File: config.mk
export PLATFORM = sky130hd
export DESIGN_NAME = custom_matrix_decoder
export DESIGN_NICKNAME = d
export VERILOG_FILES = /design/src/rtl/custom_matrix_decoder.sv
export SDC_FILE = /design/constraint.sdc
export NUM_CORES = 1
export LEC_CHECK = 0
export BUFFER_PORTS_ARGS = -buffer_cell sky130_fd_sc_hd__buf_2
export CAP_MARGIN = 30
export CORE_MARGIN = 2
export CORE_UTILIZATION = 50
export CTS_CLUSTER_DIAMETER = 30
export DETAILED_ROUTE_END_ITERATION = 7
export GPL_ROUTABILITY_DRIVEN = 1
export GPL_TIMING_DRIVEN = 0
export PLACE_DENSITY = 0.67
export SLEW_MARGIN = 20
export SYNTH_ARGS = -nofsm -noshare
export SYNTH_HDL_FRONTEND = slang
export SYNTH_SLANG_ARGS = --single-unit
File: constraint.sdc
create_clock -name clk -period 7.15 [get_ports clk]
set_input_delay 1.43 -clock clk [delete_from_list [all_inputs] [get_ports clk]]
set_output_delay 1.43 -clock clk [all_outputs]
set_load 0.02 [all_outputs]
File: src/rtl/custom_matrix_decoder.sv
// Receive-side inverse for the two-lane GF(2) nibble transform: holds M, computes
// M^-1 with a sequential Gauss-Jordan engine and decodes byte pairs through a 1-deep output register.
module custom_matrix_decoder (
  input  logic       clk,
  input  logic       rst,
  input  logic       cfg_we,
  input  logic [1:0] cfg_row,
  input  logic [3:0] cfg_data,
  input  logic       start,
  output logic       busy,
  output logic       done,
  output logic       singular,
  input  logic       in_valid,
  output logic       in_ready,
  input  logic [7:0] in_data,
  output logic       out_valid,
  input  logic       out_ready,
  output logic [7:0] out_data
);

  typedef enum logic [1:0] {ST_IDLE, ST_PIVOT, ST_ELIM} state_t;

  state_t     state_reg, state_next;
  logic [1:0] col_reg, col_next;
  logic [3:0] m_reg   [4];
  logic [3:0] a_reg   [4];
  logic [3:0] a_next  [4];
  logic [3:0] b_reg   [4];
  logic [3:0] b_next  [4];
  logic [3:0] inv_reg [4];
  logic [3:0] inv_next[4];
  logic       inv_valid_reg, inv_valid_next;
  logic       singular_reg, singular_next;
  logic       done_reg, done_next;
  logic       out_valid_reg;
  logic [7:0] out_data_reg;

  logic [3:0] col_bits;
  logic [3:0] piv_cand;
  logic       piv_found;
  logic [1:0] piv_row;
  logic [3:0] elim_a [4];
  logic [3:0] elim_b [4];
  logic [3:0] dec_lo, dec_hi;
  logic       accept;

  // Per-row column bit, elimination result and lane decode (row gi of INV dotted with each lane).
  generate
    for (genvar gi = 0; gi < 4; gi++) begin : g_row
      assign col_bits[gi] = a_reg[gi][col_reg];
      assign elim_a[gi]   = ((2'(gi) != col_reg) && col_bits[gi]) ? (a_reg[gi] ^ a_reg[col_reg]) : a_reg[gi];
      assign elim_b[gi]   = ((2'(gi) != col_reg) && col_bits[gi]) ? (b_reg[gi] ^ b_reg[col_reg]) : b_reg[gi];
      assign dec_lo[gi]   = ^(inv_reg[gi] & in_data[3:0]);
      assign dec_hi[gi]   = ^(inv_reg[gi] & in_data[7:4]);
    end
  endgenerate

  // Only rows at or below the current column may serve as pivot.
  assign piv_cand  = col_bits & (4'b1111 << col_reg);
  assign piv_found = |piv_cand;

  always_comb begin
    piv_row = col_reg;
    for (int r = 3; r >= 0; r--) begin
      if (piv_cand[r]) piv_row = 2'(r);
    end
  end

  always_comb begin
    state_next     = state_reg;
    col_next       = col_reg;
    a_next         = a_reg;
    b_next         = b_reg;
    inv_next       = inv_reg;
    inv_valid_next = inv_valid_reg;
    singular_next  = singular_reg;
    done_next      = 1'b0;
    case (state_reg)
      ST_IDLE: begin
        if (cfg_we) inv_valid_next = 1'b0;
        if (start) begin
          a_next = m_reg;
          for (int i = 0; i < 4; i++) b_next[i] = 4'(1 << i);
          col_next       = 2'd0;
          singular_next  = 1'b0;
          inv_valid_next = 1'b0;
          state_next     = ST_PIVOT;
        end
      end
      ST_PIVOT: begin
        if (piv_found) begin
          a_next[col_reg] = a_reg[piv_row];
          a_next[piv_row] = a_reg[col_reg];
          b_next[col_reg] = b_reg[piv_row];
          b_next[piv_row] = b_reg[col_reg];
          state_next      = ST_ELIM;
        end else begin
          singular_next = 1'b1;
          done_next     = 1'b1;
          state_next    = ST_IDLE;
        end
      end
      ST_ELIM: begin
        a_next = elim_a;
        b_next = elim_b;
        if (col_reg == 2'd3) begin
          inv_next       = elim_b;
          inv_valid_next = 1'b1;
          done_next      = 1'b1;
          state_next     = ST_IDLE;
        end else begin
          col_next   = col_reg + 2'd1;
          state_next = ST_PIVOT;
        end
      end
      default: state_next = ST_IDLE;
    endcase
  end

  assign busy     = (state_reg != ST_IDLE);
  assign done     = done_reg;
  assign singular = singular_reg;
  assign in_ready = inv_valid_reg & (~out_valid_reg | out_ready);
  assign accept   = in_valid & in_ready;
  assign out_valid = out_valid_reg;
  assign out_data  = out_data_reg;

  always_ff @(posedge clk) begin
    if (rst) begin
      state_reg     <= ST_IDLE;
      col_reg       <= 2'd0;
      for (int i = 0; i < 4; i++) begin
        m_reg[i]   <= 4'(1 << i);
        a_reg[i]   <= 4'd0;
        b_reg[i]   <= 4'd0;
        inv_reg[i] <= 4'(1 << i);
      end
      inv_valid_reg <= 1'b1;
      singular_reg  <= 1'b0;
      done_reg      <= 1'b0;
      out_valid_reg <= 1'b0;
      out_data_reg  <= 8'd0;
    end else begin
      state_reg     <= state_next;
      col_reg       <= col_next;
      a_reg         <= a_next;
      b_reg         <= b_next;
      inv_reg       <= inv_next;
      inv_valid_reg <= inv_valid_next;
      singular_reg  <= singular_next;
      done_reg      <= done_next;
      // A has already sampled the old M when a start coincides with this write.
      if (cfg_we && (state_reg == ST_IDLE)) m_reg[cfg_row] <= cfg_data;
      if (accept) begin
        out_valid_reg <= 1'b1;
        out_data_reg  <= {dec_hi, dec_lo};
      end else if (out_ready) begin
        out_valid_reg <= 1'b0;
      end
    end
  end

endmodule

==> flow_results.xml, run 1 <==
<?xml version="1.0" encoding="UTF-8"?>
<metrics>
  <group name="outcome">
    <metric name="result_of_the_run" unit="">complete, no violations</metric>
  </group>
  <group name="drt">
    <metric name="detail_route.wl_per_cell" unit="um">24.2</metric>
    <metric name="initial_drt_markers" unit="">968</metric>
    <metric name="detail_route.first_pass.iterations" unit="">7</metric>
    <metric name="route.final.wire_length" unit="mm">22.9</metric>
    <metric name="drc_errors" unit="">0</metric>
    <metric name="route.detailed.vias_per_inst" unit="">6.83</metric>
    <metric name="vias" unit="">6451</metric>
    <metric name="detail-route-antenna-nets" unit="">0</metric>
  </group>
  <group name="sta">
    <metric name="max_slew_margin" unit="">0.431</metric>
    <metric name="totalNegativeSetupSlack" unit="ps">0</metric>
    <metric name="final_hold_viol_count" unit="">0</metric>
    <metric name="fin_crit_sh" unit="">0.558</metric>
    <metric name="setup_viol" unit="">0</metric>
    <metric name="final.setup.worst_slack" unit="ps">3160</metric>
    <metric name="worst-slew-pin-transition" unit="ps">854</metric>
    <metric name="whs" unit="ps">475</metric>
    <metric name="grt_setup_unrepaired" unit="">no</metric>
    <metric name="max_freq" unit="GHz">0.251</metric>
    <metric name="timing.final.max_slew_violations" unit="">0</metric>
    <metric name="finalWorstPathRequiredPeriod" unit="ps">3990</metric>
    <metric name="finClkSkew" unit="ps">10.5</metric>
  </group>
  <group name="global_routing">
    <metric name="maximum_number_of_pins_on_one_net_before_global_route_repair" unit="">14</metric>
    <metric name="globalRoute.totalOverflow" unit="">0</metric>
    <metric name="grt.total_usage" unit="">0.363</metric>
    <metric name="grt_antenna_before_repair" unit="">0</metric>
    <metric name="grt_first_pass_wirelength" unit="mm">34.9</metric>
    <metric name="first_global_vias" unit="">6105</metric>
  </group>
  <group name="clock_tree">
    <metric name="worst_setup_hold_path_clk_slew" unit="ps">60</metric>
    <metric name="ctsRootBufferMaster" unit="">sky130_fd_sc_hd__clkbuf_16</metric>
    <metric name="clk-insertion-delay-late" unit="ps">360</metric>
    <metric name="cts_htree_levels" unit="">3</metric>
    <metric name="clock_path_buffers" unit="">2</metric>
    <metric name="post_cts_setup_repair_buffer_count" unit="">0</metric>
    <metric name="post_cts_resize_count" unit="">0</metric>
    <metric name="cts_tree" unit="">done</metric>
    <metric name="tritoncts.num_buffers" unit="">9</metric>
    <metric name="cts_num_sinks" unit="">80</metric>
    <metric name="cts_hold_buffers" unit="">0</metric>
  </group>
  <group name="synthesis">
    <metric name="syn_area_per_cell" unit="um2">7.77</metric>
    <metric name="netlist.area_leader.share" unit="">0.274</metric>
    <metric name="synth_most_common_cell" unit="">sky130_fd_sc_hd__nand2_1</metric>
    <metric name="yosys_warnings" unit="">0</metric>
    <metric name="synth.yosys.seq_area_share" unit="">0.274</metric>
    <metric name="synthDistinctLibCells" unit="">63</metric>
    <metric name="synth_edf_count" unit="">0</metric>
    <metric name="ys_ff_latch" unit="">80</metric>
    <metric name="synth.top_cells.by_area" unit="">sky130_fd_sc_hd__dfxtp_1, sky130_fd_sc_hd__nand2_1, sky130_fd_sc_hd__xnor2_1</metric>
    <metric name="mappedNetlistArea" unit="um2">5840</metric>
    <metric name="synth.top_cells.by_count" unit="">sky130_fd_sc_hd__nand2_1, sky130_fd_sc_hd__dfxtp_1, sky130_fd_sc_hd__nor2_1</metric>
    <metric name="fraction_of_synthesis_flops_using_an_asynchronous_set_or_reset_pin" unit="">0</metric>
    <metric name="synthesis.nets" unit="">780</metric>
    <metric name="post_synth_inst_count" unit="">752</metric>
    <metric name="synth_top_cell_by_area" unit="">sky130_fd_sc_hd__dfxtp_1</metric>
    <metric name="ys_dominant_reg_cell" unit="">sky130_fd_sc_hd__dfxtp_1</metric>
  </group>
  <group name="min_path">
    <metric name="hold_path_end" unit="">inv_reg[1]</metric>
    <metric name="hold_path_class" unit="">reg2reg</metric>
    <metric name="hold_path_depth" unit="">2</metric>
    <metric name="hp-start" unit="">inv_reg[1]</metric>
  </group>
  <group name="place">
    <metric name="pre_cts_slack" unit="ps">3340</metric>
    <metric name="placedCellCount" unit="">929</metric>
    <metric name="place.gp.congestion" unit="">0.960</metric>
    <metric name="port-buffer-count" unit="">32</metric>
    <metric name="placed_cell_area" unit="um2">6190</metric>
    <metric name="place_hpwl" unit="mm">16.5</metric>
  </group>
  <group name="layout">
    <metric name="antenna_cells" unit="">0</metric>
    <metric name="final_util" unit="">0.567</metric>
    <metric name="drive_gt1_frac" unit="">0.102</metric>
    <metric name="finish.instance_area" unit="um2">6470</metric>
    <metric name="final_cell_count_no_fill" unit="">945</metric>
    <metric name="fillCellCount" unit="">1102</metric>
    <metric name="area_growth_syn_to_layout" unit="%">10.8</metric>
    <metric name="nets" unit="">826</metric>
  </group>
  <group name="setup_path">
    <metric name="timing.rr.start" unit="">col_reg[0]</metric>
    <metric name="r2r_setup_slack" unit="ps">3160</metric>
    <metric name="critical_path.startpoint_type" unit="">flop</metric>
    <metric name="critical_path.most_common_cell" unit="">sky130_fd_sc_hd__clkbuf_1</metric>
    <metric name="timing.critical_path.fanout_max" unit="">10</metric>
    <metric name="rr_worst_depth" unit="">10</metric>
    <metric name="crit_slowest_cell" unit="">sky130_fd_sc_hd__clkbuf_1</metric>
    <metric name="path_cells" unit="">ha_1 -&gt; clkbuf_1 -&gt; clkinv_1 -&gt; a211oi_1 -&gt; a22o_1 -&gt; clkbuf_1 -&gt; clkbuf_1 -&gt; nand2_1 -&gt; a31oi_1 -&gt; o32ai_1</metric>
    <metric name="timing.critical_path.max_delay_family" unit="">buffers and inverters</metric>
    <metric name="crit_path_required_time" unit="ps">7350</metric>
    <metric name="critPathMaxStageDelay" unit="ps">560</metric>
    <metric name="critPathBufInv" unit="">4</metric>
    <metric name="timing.critical_path.arrival" unit="ps">4190</metric>
    <metric name="rr_endpoint" unit="">b_reg[7]</metric>
    <metric name="worstSetupEndpointType" unit="">flop</metric>
    <metric name="criticalPathCategory" unit="">reg2reg</metric>
  </group>
  <group name="floorplan">
    <metric name="placeableCoreArea" unit="um2">11400</metric>
    <metric name="starting_density_of_the_core" unit="">0.512</metric>
    <metric name="die_h" unit="um">112</metric>
    <metric name="design.die.area" unit="um2">12600</metric>
    <metric name="floorplan.die.width" unit="um">112</metric>
    <metric name="design.portCount" unit="">33</metric>
    <metric name="floorplan.rows" unit="">39</metric>
  </group>
  <group name="job">
    <metric name="cap_viol_max_count" unit="">0</metric>
  </group>
  <group name="power">
    <metric name="p_leak" unit="nW">2.32</metric>
    <metric name="power_density_cells" unit="nW/um2">182</metric>
    <metric name="total_power" unit="mW">1.18</metric>
    <metric name="peakVddDrop" unit="mV">0.157</metric>
  </group>
</metrics>
[power breakdown]
group | leakage [nW] | internal, mW | switching [mW]
clock | 0.132 | 0.244 | 0.201
sequential | 0.651 | 0.464 | 0.0242
combinational | 1.54 | 0.0838 | 0.163
total | 2.32 | 0.792 | 0.388
[how the worst max path moves through the flow]
stage                    start   endpoint  cells after the start
floorplan            out_ready   in_ready                      2
global placement    col_reg[0]  b_reg[15]                     13
detailed placement  col_reg[0]   b_reg[7]                     10
CTS                 col_reg[0]   b_reg[7]                     10
global route        col_reg[0]   b_reg[7]                     10
finish              col_reg[0]   b_reg[7]                     10
[cells by family (layout without fill, tap and decap cells)]
group | count (synthesis) | in the layout | synth area share
xor+xnor | 40 | 40 | 0.0600
flops | 80 | 80 | 0.274
fa+ha+maj | 8 | 8 | 0.0171
mux | 43 | 43 | 0.101
compound gates | 256 | 256 | 0.306
buf+inv | 91 | 141 | 0.0655
simple gates | 234 | 234 | 0.176
[worst register-to-register path: cells and delay by family, from the launching register on]
kind	cells	cell delay [ps]
buffers and inverters	4	2030
AO/OA/AOI/OAI	4	950
flip-flops	1	460
adder cells (fa/ha/maj)	1	230
AND/OR/NAND/NOR	1	170
[metal layers]
| metal | vias to the layer above | track usage | part of all wire |
|---|---|---|---|
| met3 | 104 | 0.0772 | 0.11 |
| met2 | 455 | 0.558 | 0.44 |
| li1 | 2885 | - | - |
| met1 | 3007 | 0.472 | 0.40 |
| met5 | - | 0 | 0 |
| met4 | 0 | 0.215 | 0.052 |
[layout make-up]
| cell class | instances | area (um2) | share of cell area |
|---|---|---|---|
| clock buffers | 11 | 243 | 0.0375 |
| clock inverters | 4 | 30.0 | 0.00464 |
| repair buffers | 35 | 178 | 0.0275 |
| multi-input cells | 581 | 3860 | 0.596 |
| plain buffers | 56 | 251 | 0.0389 |
| flip-flops and latches | 80 | 1600 | 0.247 |
| well taps | 143 | 179 | 0.0276 |
| inverters | 35 | 131 | 0.0203 |
[layout by cell type (no fill, tap or decap), types with 7 or more instances in the layout]
cell type | Yosys | final
sky130_fd_sc_hd__nand4_1 | 8 | 8
sky130_fd_sc_hd__mux2i_1 | 22 | 22
sky130_fd_sc_hd__mux4_2 | 12 | 12
sky130_fd_sc_hd__o31a_1 | 15 | 15
sky130_fd_sc_hd__nor2_1 | 64 | 64
sky130_fd_sc_hd__nor2b_1 | 8 | 8
sky130_fd_sc_hd__a21o_1 | 12 | 12
sky130_fd_sc_hd__dfxtp_1 | 80 | 80
sky130_fd_sc_hd__a31oi_1 | 11 | 11
sky130_fd_sc_hd__o211ai_1 | 7 | 7
sky130_fd_sc_hd__buf_2 | 5 | 39
sky130_fd_sc_hd__nor3_1 | 14 | 14
sky130_fd_sc_hd__o32ai_1 | 13 | 13
sky130_fd_sc_hd__inv_1 | 34 | 34
sky130_fd_sc_hd__a222oi_1 | 7 | 7
sky130_fd_sc_hd__nand2_1 | 101 | 101
sky130_fd_sc_hd__o2bb2ai_1 | 12 | 12
sky130_fd_sc_hd__nand3_1 | 11 | 11
sky130_fd_sc_hd__clkbuf_1 | 44 | 45
sky130_fd_sc_hd__clkbuf_16 | 0 | 9
sky130_fd_sc_hd__mux2_2 | 9 | 9
sky130_fd_sc_hd__xnor2_1 | 35 | 35
sky130_fd_sc_hd__o21ai_0 | 36 | 36
sky130_fd_sc_hd__and2_1 | 10 | 10
sky130_fd_sc_hd__ha_1 | 8 | 8
sky130_fd_sc_hd__a21oi_1 | 57 | 57
sky130_fd_sc_hd__a211oi_1 | 20 | 20
sky130_fd_sc_hd__o22ai_1 | 15 | 15
Note: power is estimated with default switching activity, not from simulation.
==> run 2, diff against run 1 <==
==> constraint.sdc (replaced) <==
create_clock -name clk -period 3.86 [get_ports clk]
set_input_delay 0.772 -clock clk [delete_from_list [all_inputs] [get_ports clk]]
set_output_delay 0.772 -clock clk [all_outputs]
set_load 0.02 [all_outputs]
==> flow_results.xml, run 2 (synthesis gave the netlist of run 1 again) <==
<?xml version="1.0" encoding="UTF-8"?>
<metrics>
  <group name="setup_path">
    <metric name="critPathMaxStageDelay" unit="ps">610</metric>
    <metric name="rr_endpoint" unit="">b_reg[1]</metric>
    <metric name="criticalPathCategory" unit="">reg2reg</metric>
    <metric name="worstSetupEndpointType" unit="">flop</metric>
    <metric name="timing.critical_path.fanout_max" unit="">10</metric>
    <metric name="critPathBufInv" unit="">7</metric>
    <metric name="critical_path.startpoint_type" unit="">flop</metric>
    <metric name="timing.rr.start" unit="">col_reg[1]</metric>
    <metric name="r2r_setup_slack" unit="ps">130</metric>
    <metric name="rr_worst_depth" unit="">14</metric>
    <metric name="timing.critical_path.max_delay_family" unit="">buffers and inverters</metric>
    <metric name="timing.critical_path.arrival" unit="ps">3980</metric>
    <metric name="path_cells" unit="">buf_6 -&gt; buf_12 -&gt; inv_1 -&gt; ha_1 -&gt; clkbuf_1 -&gt; and2_1 -&gt; a222oi_1 -&gt; buf_4 -&gt; buf_12 -&gt; a31o_2 -&gt; clkbuf_1 -&gt; o21ai_0 -&gt; o31a_1 -&gt; o32ai_1</metric>
    <metric name="crit_path_required_time" unit="ps">4120</metric>
    <metric name="crit_slowest_cell" unit="">sky130_fd_sc_hd__a222oi_1</metric>
  </group>
  <group name="outcome">
    <metric name="result_of_the_run" unit="">complete, no violations</metric>
  </group>
  <group name="floorplan">
    <metric name="design.die.area" unit="um2">12600</metric>
    <metric name="placeableCoreArea" unit="um2">11400</metric>
    <metric name="floorplan.rows" unit="">39</metric>
    <metric name="die_h" unit="um">112</metric>
    <metric name="starting_density_of_the_core" unit="">0.512</metric>
    <metric name="floorplan.die.width" unit="um">112</metric>
    <metric name="design.portCount" unit="">33</metric>
  </group>
  <group name="drt">
    <metric name="detail-route-antenna-nets" unit="">0</metric>
    <metric name="route.detailed.vias_per_inst" unit="">6.78</metric>
    <metric name="detail_route.first_pass.iterations" unit="">8</metric>
    <metric name="drc_errors" unit="">0</metric>
    <metric name="vias" unit="">6436</metric>
    <metric name="initial_drt_markers" unit="">1055</metric>
    <metric name="detail_route.wl_per_cell" unit="um">24.2</metric>
    <metric name="route.final.wire_length" unit="mm">22.9</metric>
  </group>
  <group name="min_path">
    <metric name="hold_path_end" unit="">inv_reg[1]</metric>
    <metric name="hp-start" unit="">inv_reg[1]</metric>
    <metric name="hold_path_class" unit="">reg2reg</metric>
    <metric name="hold_path_depth" unit="">2</metric>
  </group>
  <group name="clock_tree">
    <metric name="cts_tree" unit="">done</metric>
    <metric name="clock_path_buffers" unit="">2</metric>
    <metric name="worst_setup_hold_path_clk_slew" unit="ps">60</metric>
    <metric name="cts_num_sinks" unit="">80</metric>
    <metric name="cts_htree_levels" unit="">3</metric>
    <metric name="clk-insertion-delay-late" unit="ps">360</metric>
    <metric name="tritoncts.num_buffers" unit="">9</metric>
    <metric name="ctsRootBufferMaster" unit="">sky130_fd_sc_hd__clkbuf_16</metric>
  </group>
  <group name="sta">
    <metric name="max_slew_margin" unit="">0.391</metric>
    <metric name="final_hold_viol_count" unit="">0</metric>
    <metric name="final.setup.worst_slack" unit="ps">133</metric>
    <metric name="worst-slew-pin-transition" unit="ps">913</metric>
    <metric name="totalNegativeSetupSlack" unit="ps">0</metric>
    <metric name="finClkSkew" unit="ps">10.6</metric>
    <metric name="finalWorstPathRequiredPeriod" unit="ps">3730</metric>
    <metric name="fin_crit_sh" unit="">0.966</metric>
    <metric name="setup_viol" unit="">0</metric>
    <metric name="max_freq" unit="GHz">0.268</metric>
    <metric name="timing.final.max_slew_violations" unit="">0</metric>
  </group>
  <group name="layout">
    <metric name="fillCellCount" unit="">1098</metric>
    <metric name="antenna_cells" unit="">0</metric>
    <metric name="final_common_cell" unit="">sky130_fd_sc_hd__nand2_1</metric>
    <metric name="drive_gt1_frac" unit="">0.112</metric>
    <metric name="layout_common_cells" unit="">sky130_fd_sc_hd__nand2_1, sky130_fd_sc_hd__dfxtp_1, sky130_fd_sc_hd__nor2_1, sky130_fd_sc_hd__a21oi_1, sky130_fd_sc_hd__clkbuf_1</metric>
    <metric name="nets" unit="">830</metric>
    <metric name="area_growth_syn_to_layout" unit="%">11.7</metric>
    <metric name="final_util" unit="">0.572</metric>
  </group>
  <group name="power">
    <metric name="peakVddDrop" unit="mV">0.289</metric>
    <metric name="p_leak" unit="nW">2.36</metric>
    <metric name="total_power" unit="mW">2.20</metric>
    <metric name="power_density_cells" unit="nW/um2">336</metric>
  </group>
  <group name="job">
    <metric name="cap_viol_max_count" unit="">0</metric>
  </group>
  <group name="place">
    <metric name="pre_cts_slack" unit="ps">45.9</metric>
    <metric name="place_hpwl" unit="mm">16.5</metric>
    <metric name="port-buffer-count" unit="">32</metric>
    <metric name="place.gp.congestion" unit="">0.960</metric>
  </group>
  <group name="global_routing">
    <metric name="grt_first_pass_wirelength" unit="mm">34.9</metric>
    <metric name="grt.total_usage" unit="">0.363</metric>
    <metric name="first_global_vias" unit="">6105</metric>
    <metric name="globalRoute.totalOverflow" unit="">0</metric>
    <metric name="maximum_number_of_pins_on_one_net_before_global_route_repair" unit="">14</metric>
    <metric name="grt_antenna_before_repair" unit="">0</metric>
  </group>
</metrics>
==> run 2: per-layer routing <==
layer / vias up / routed length, um / track usage
li1: 2894 / - / -
met1: 2974 / 8980 / 0.472
met2: 458 / 10100 / 0.558
met3: 110 / 2610 / 0.0772
met4: 0 / 1280 / 0.215
met5: - / 0 / 0
==> run 2: timing repair <==
action	4_1_cts	5_1_grt
endpoints found under the hold margin	0	0
gates resized for setup	0	10
setup endpoints to repair	0	26
buffers inserted	0	4
hold buffers	0	0
==> run 2: area by class of cell <==
| class | instances | area (um2) | share of cell area |
|---|---|---|---|
| flip-flops and latches | 80 | 1600 | 0.246 |
| inverters | 35 | 135 | 0.0207 |
| plain buffers | 56 | 259 | 0.0397 |
| clock buffers | 11 | 243 | 0.0372 |
| multi-input cells | 581 | 3860 | 0.591 |
| repair buffers | 39 | 220 | 0.0337 |
| well taps | 143 | 179 | 0.0274 |
| clock inverters | 4 | 30.0 | 0.00460 |
==> run 2: worst max path at each step <==
stage / start / end / cells past startpoint
6_report: col_reg[1] / b_reg[1] / 14
3_3_place_gp: col_reg[0] / b_reg[15] / 13
2_1_floorplan: col_reg[1] / a_reg[14] / 13
3_5_place_dp: col_reg[0] / b_reg[7] / 10
5_1_grt: col_reg[1] / b_reg[5] / 13
4_1_cts: col_reg[0] / b_reg[7] / 10
==> run 2: where the power goes <==
part / total (mW) / switching (mW) / internal (mW)
combinational: 0.472 / 0.305 / 0.167
sequential: 0.904 / 0.0448 / 0.859
clock: 0.820 / 0.367 / 0.452
==> run 2: worst min-delay path, stage by stage, from the launching register on <==
cell                      delay (ps)
sky130_fd_sc_hd__dfxtp_1         320
sky130_fd_sc_hd__nand2_1          60
sky130_fd_sc_hd__a21oi_1          50
==> run 2: stage by stage <==
step / instance area [um2] / hold WS (ps) / cells
2_1_floorplan: 5840 / 450 / 752
6_report: 6530 / 477 / 949
3_3_place_gp: 6180 / 463 / 927
3_5_place_dp: 6190 / 467 / 929
4_1_cts: 6470 / 477 / 944
5_1_grt: 6530 / 516 / 949
==> run 3, diff against run 2 <==
--- a/config.mk
+++ b/config.mk
@@ -14,6 +14,7 @@
 export GPL_ROUTABILITY_DRIVEN = 1
 export GPL_TIMING_DRIVEN = 0
 export PLACE_DENSITY = 0.67
+export RECOVER_POWER = 50
 export SLEW_MARGIN = 20
 export SYNTH_ARGS = -nofsm -noshare
 export SYNTH_HDL_FRONTEND = slang
==> flow_results.xml, run 3 (synthesis gave the netlist of run 1 again) <==
<?xml version="1.0" encoding="UTF-8"?>
<metrics>
  <group name="outcome">
    <metric name="result_of_the_run" unit="">complete, no violations</metric>
  </group>
  <group name="min_path">
    <metric name="hold_path_class" unit="">reg2reg</metric>
  </group>
  <group name="setup_path">
    <metric name="crit_path_required_time" unit="ps">4120</metric>
    <metric name="critical_path.startpoint_type" unit="">flop</metric>
    <metric name="worstSetupEndpointType" unit="">flop</metric>
    <metric name="timing.critical_path.arrival" unit="ps">3950</metric>
    <metric name="timing.critical_path.fanout_max" unit="">10</metric>
    <metric name="criticalPathCategory" unit="">reg2reg</metric>
  </group>
  <group name="layout">
    <metric name="antenna_cells" unit="">0</metric>
    <metric name="nets" unit="">830</metric>
    <metric name="area_growth_syn_to_layout" unit="%">11.4</metric>
    <metric name="final_common_cell" unit="">sky130_fd_sc_hd__nand2_1</metric>
    <metric name="drive_gt1_frac" unit="">0.0943</metric>
    <metric name="layout_common_cells" unit="">sky130_fd_sc_hd__nand2_1, sky130_fd_sc_hd__dfxtp_1, sky130_fd_sc_hd__nor2_1, sky130_fd_sc_hd__clkbuf_1, sky130_fd_sc_hd__a21oi_1</metric>
    <metric name="fillCellCount" unit="">1110</metric>
    <metric name="final_util" unit="">0.570</metric>
    <metric name="final_cell_count_no_fill" unit="">949</metric>
  </group>
  <group name="power">
    <metric name="power_density_cells" unit="nW/um2">337</metric>
    <metric name="peakVddDrop" unit="mV">0.288</metric>
    <metric name="total_power" unit="mW">2.19</metric>
    <metric name="p_leak" unit="nW">2.30</metric>
  </group>
  <group name="floorplan">
    <metric name="design.portCount" unit="">33</metric>
    <metric name="placeableCoreArea" unit="um2">11400</metric>
    <metric name="design.die.area" unit="um2">12600</metric>
    <metric name="floorplan.rows" unit="">39</metric>
    <metric name="floorplan.die.width" unit="um">112</metric>
    <metric name="die_h" unit="um">112</metric>
    <metric name="starting_density_of_the_core" unit="">0.512</metric>
  </group>
  <group name="drt">
    <metric name="route.final.wire_length" unit="mm">22.9</metric>
    <metric name="vias" unit="">6475</metric>
    <metric name="drc_errors" unit="">0</metric>
    <metric name="detail_route.first_pass.iterations" unit="">8</metric>
    <metric name="detail-route-antenna-nets" unit="">0</metric>
    <metric name="route.detailed.vias_per_inst" unit="">6.82</metric>
    <metric name="detail_route.wl_per_cell" unit="um">24.1</metric>
    <metric name="initial_drt_markers" unit="">976</metric>
  </group>
  <group name="place">
    <metric name="pre_cts_slack" unit="ps">45.9</metric>
    <metric name="place_hpwl" unit="mm">16.5</metric>
    <metric name="placedCellCount" unit="">929</metric>
    <metric name="port-buffer-count" unit="">32</metric>
    <metric name="place.gp.congestion" unit="">0.960</metric>
  </group>
  <group name="sta">
    <metric name="max_slew_margin" unit="">0.442</metric>
    <metric name="fin_crit_sh" unit="">0.957</metric>
    <metric name="finalWorstPathRequiredPeriod" unit="ps">3700</metric>
    <metric name="finClkSkew" unit="ps">9.02</metric>
    <metric name="final_hold_viol_count" unit="">0</metric>
    <metric name="max_freq" unit="GHz">0.271</metric>
    <metric name="worst-slew-pin-transition" unit="ps">837</metric>
    <metric name="timing.final.max_slew_violations" unit="">0</metric>
    <metric name="setup_viol" unit="">0</metric>
    <metric name="final.setup.worst_slack" unit="ps">165</metric>
    <metric name="totalNegativeSetupSlack" unit="ps">0</metric>
  </group>
  <group name="clock_tree">
    <metric name="worst_setup_hold_path_clk_slew" unit="ps">60</metric>
    <metric name="ctsRootBufferMaster" unit="">sky130_fd_sc_hd__clkbuf_16</metric>
    <metric name="clock_path_buffers" unit="">2</metric>
    <metric name="cts_htree_levels" unit="">3</metric>
    <metric name="cts_hold_buffers" unit="">0</metric>
    <metric name="cts_num_sinks" unit="">80</metric>
    <metric name="cts_tree" unit="">done</metric>
    <metric name="tritoncts.num_buffers" unit="">9</metric>
    <metric name="clk-insertion-delay-late" unit="ps">360</metric>
  </group>
  <group name="global_routing">
    <metric name="first_global_vias" unit="">6105</metric>
    <metric name="maximum_number_of_pins_on_one_net_before_global_route_repair" unit="">14</metric>
    <metric name="grt_antenna_before_repair" unit="">0</metric>
    <metric name="globalRoute.totalOverflow" unit="">0</metric>
    <metric name="grt_first_pass_wirelength" unit="mm">34.9</metric>
    <metric name="grt.total_usage" unit="">0.363</metric>
  </group>
  <group name="job">
    <metric name="cap_viol_max_count" unit="">0</metric>
  </group>
</metrics>
==> run 3: cell types whose count changed in the layout (fill, tap and decap cells not counted) <==
cell / previous run / this run
sky130_fd_sc_hd__and2_0: 0 / 1
sky130_fd_sc_hd__buf_1: 3 / 2
sky130_fd_sc_hd__clkbuf_1: 43 / 58
sky130_fd_sc_hd__buf_2: 37 / 23
sky130_fd_sc_hd__and2_1: 10 / 9
==> run 3: layout make-up <==
class | count | area (um2) | share of cell area
multi-input cells | 581 | 3860 | 0.593
flip-flops and latches | 80 | 1600 | 0.246
well taps | 143 | 179 | 0.0275
plain buffers | 56 | 259 | 0.0398
clock buffers | 11 | 243 | 0.0373
inverters | 35 | 135 | 0.0208
repair buffers | 39 | 203 | 0.0311
clock inverters | 4 | 30.0 | 0.00461
==> run 3: worst max-delay path: stages, from the launching register on <==
cell and delay, ps:
sky130_fd_sc_hd__dfxtp_1 370, sky130_fd_sc_hd__buf_6 150, sky130_fd_sc_hd__buf_12 140, sky130_fd_sc_hd__inv_1 90, sky130_fd_sc_hd__ha_1 190, sky130_fd_sc_hd__clkbuf_1 220, sky130_fd_sc_hd__and2_1 260, sky130_fd_sc_hd__a222oi_1 610
sky130_fd_sc_hd__buf_4 260, sky130_fd_sc_hd__buf_12 110, sky130_fd_sc_hd__a31o_2 220, sky130_fd_sc_hd__clkbuf_1 520, sky130_fd_sc_hd__o21ai_0 210, sky130_fd_sc_hd__o31a_1 140, sky130_fd_sc_hd__o32ai_1 120
==> run 3: final timing paths <==
| check | to | slack (ps) | depth (start not counted) | start |
|---|---|---|---|---|
| worst max-delay path | b_reg[1] | 160 | 14 | col_reg[1] |
| worst max register to register | b_reg[1] | 160 | 14 | col_reg[1] |
| worst min-delay path | inv_reg[1] | 480 | 2 | inv_reg[1] |
| worst min register to register | inv_reg[1] | 480 | 2 | inv_reg[1] |
==> run 3: timing repair <==
| action | in CTS | in global routing |
|---|---|---|
| gates resized for setup | 0 | 10 |
| setup buffers | 0 | 4 |
| endpoints found under the setup margin | 0 | 26 |
==> run 3: per-layer routing <==
metal / up-vias / routed length [um] / GRT usage
li1: 2889 / - / -
met5: - / 0 / 0
met4: 0 / 1260 / 0.215
met1: 2987 / 9020 / 0.472
met3: 106 / 2560 / 0.0772
met2: 493 / 10000 / 0.558
==> run 3: where the power goes <==
group | total, mW | internal, mW | switching, mW
clock network | 0.822 | 0.452 | 0.370
registers | 0.905 | 0.859 | 0.0454
logic | 0.467 | 0.163 | 0.303
==> run 3: metrics by stage <==
stage	instance area (um2)	hold slack, ps
after CTS	6470	477
after detailed placement	6190	467
final	6510	476
after floorplan	5840	450
after global placement	6180	463
after global routing	6510	516
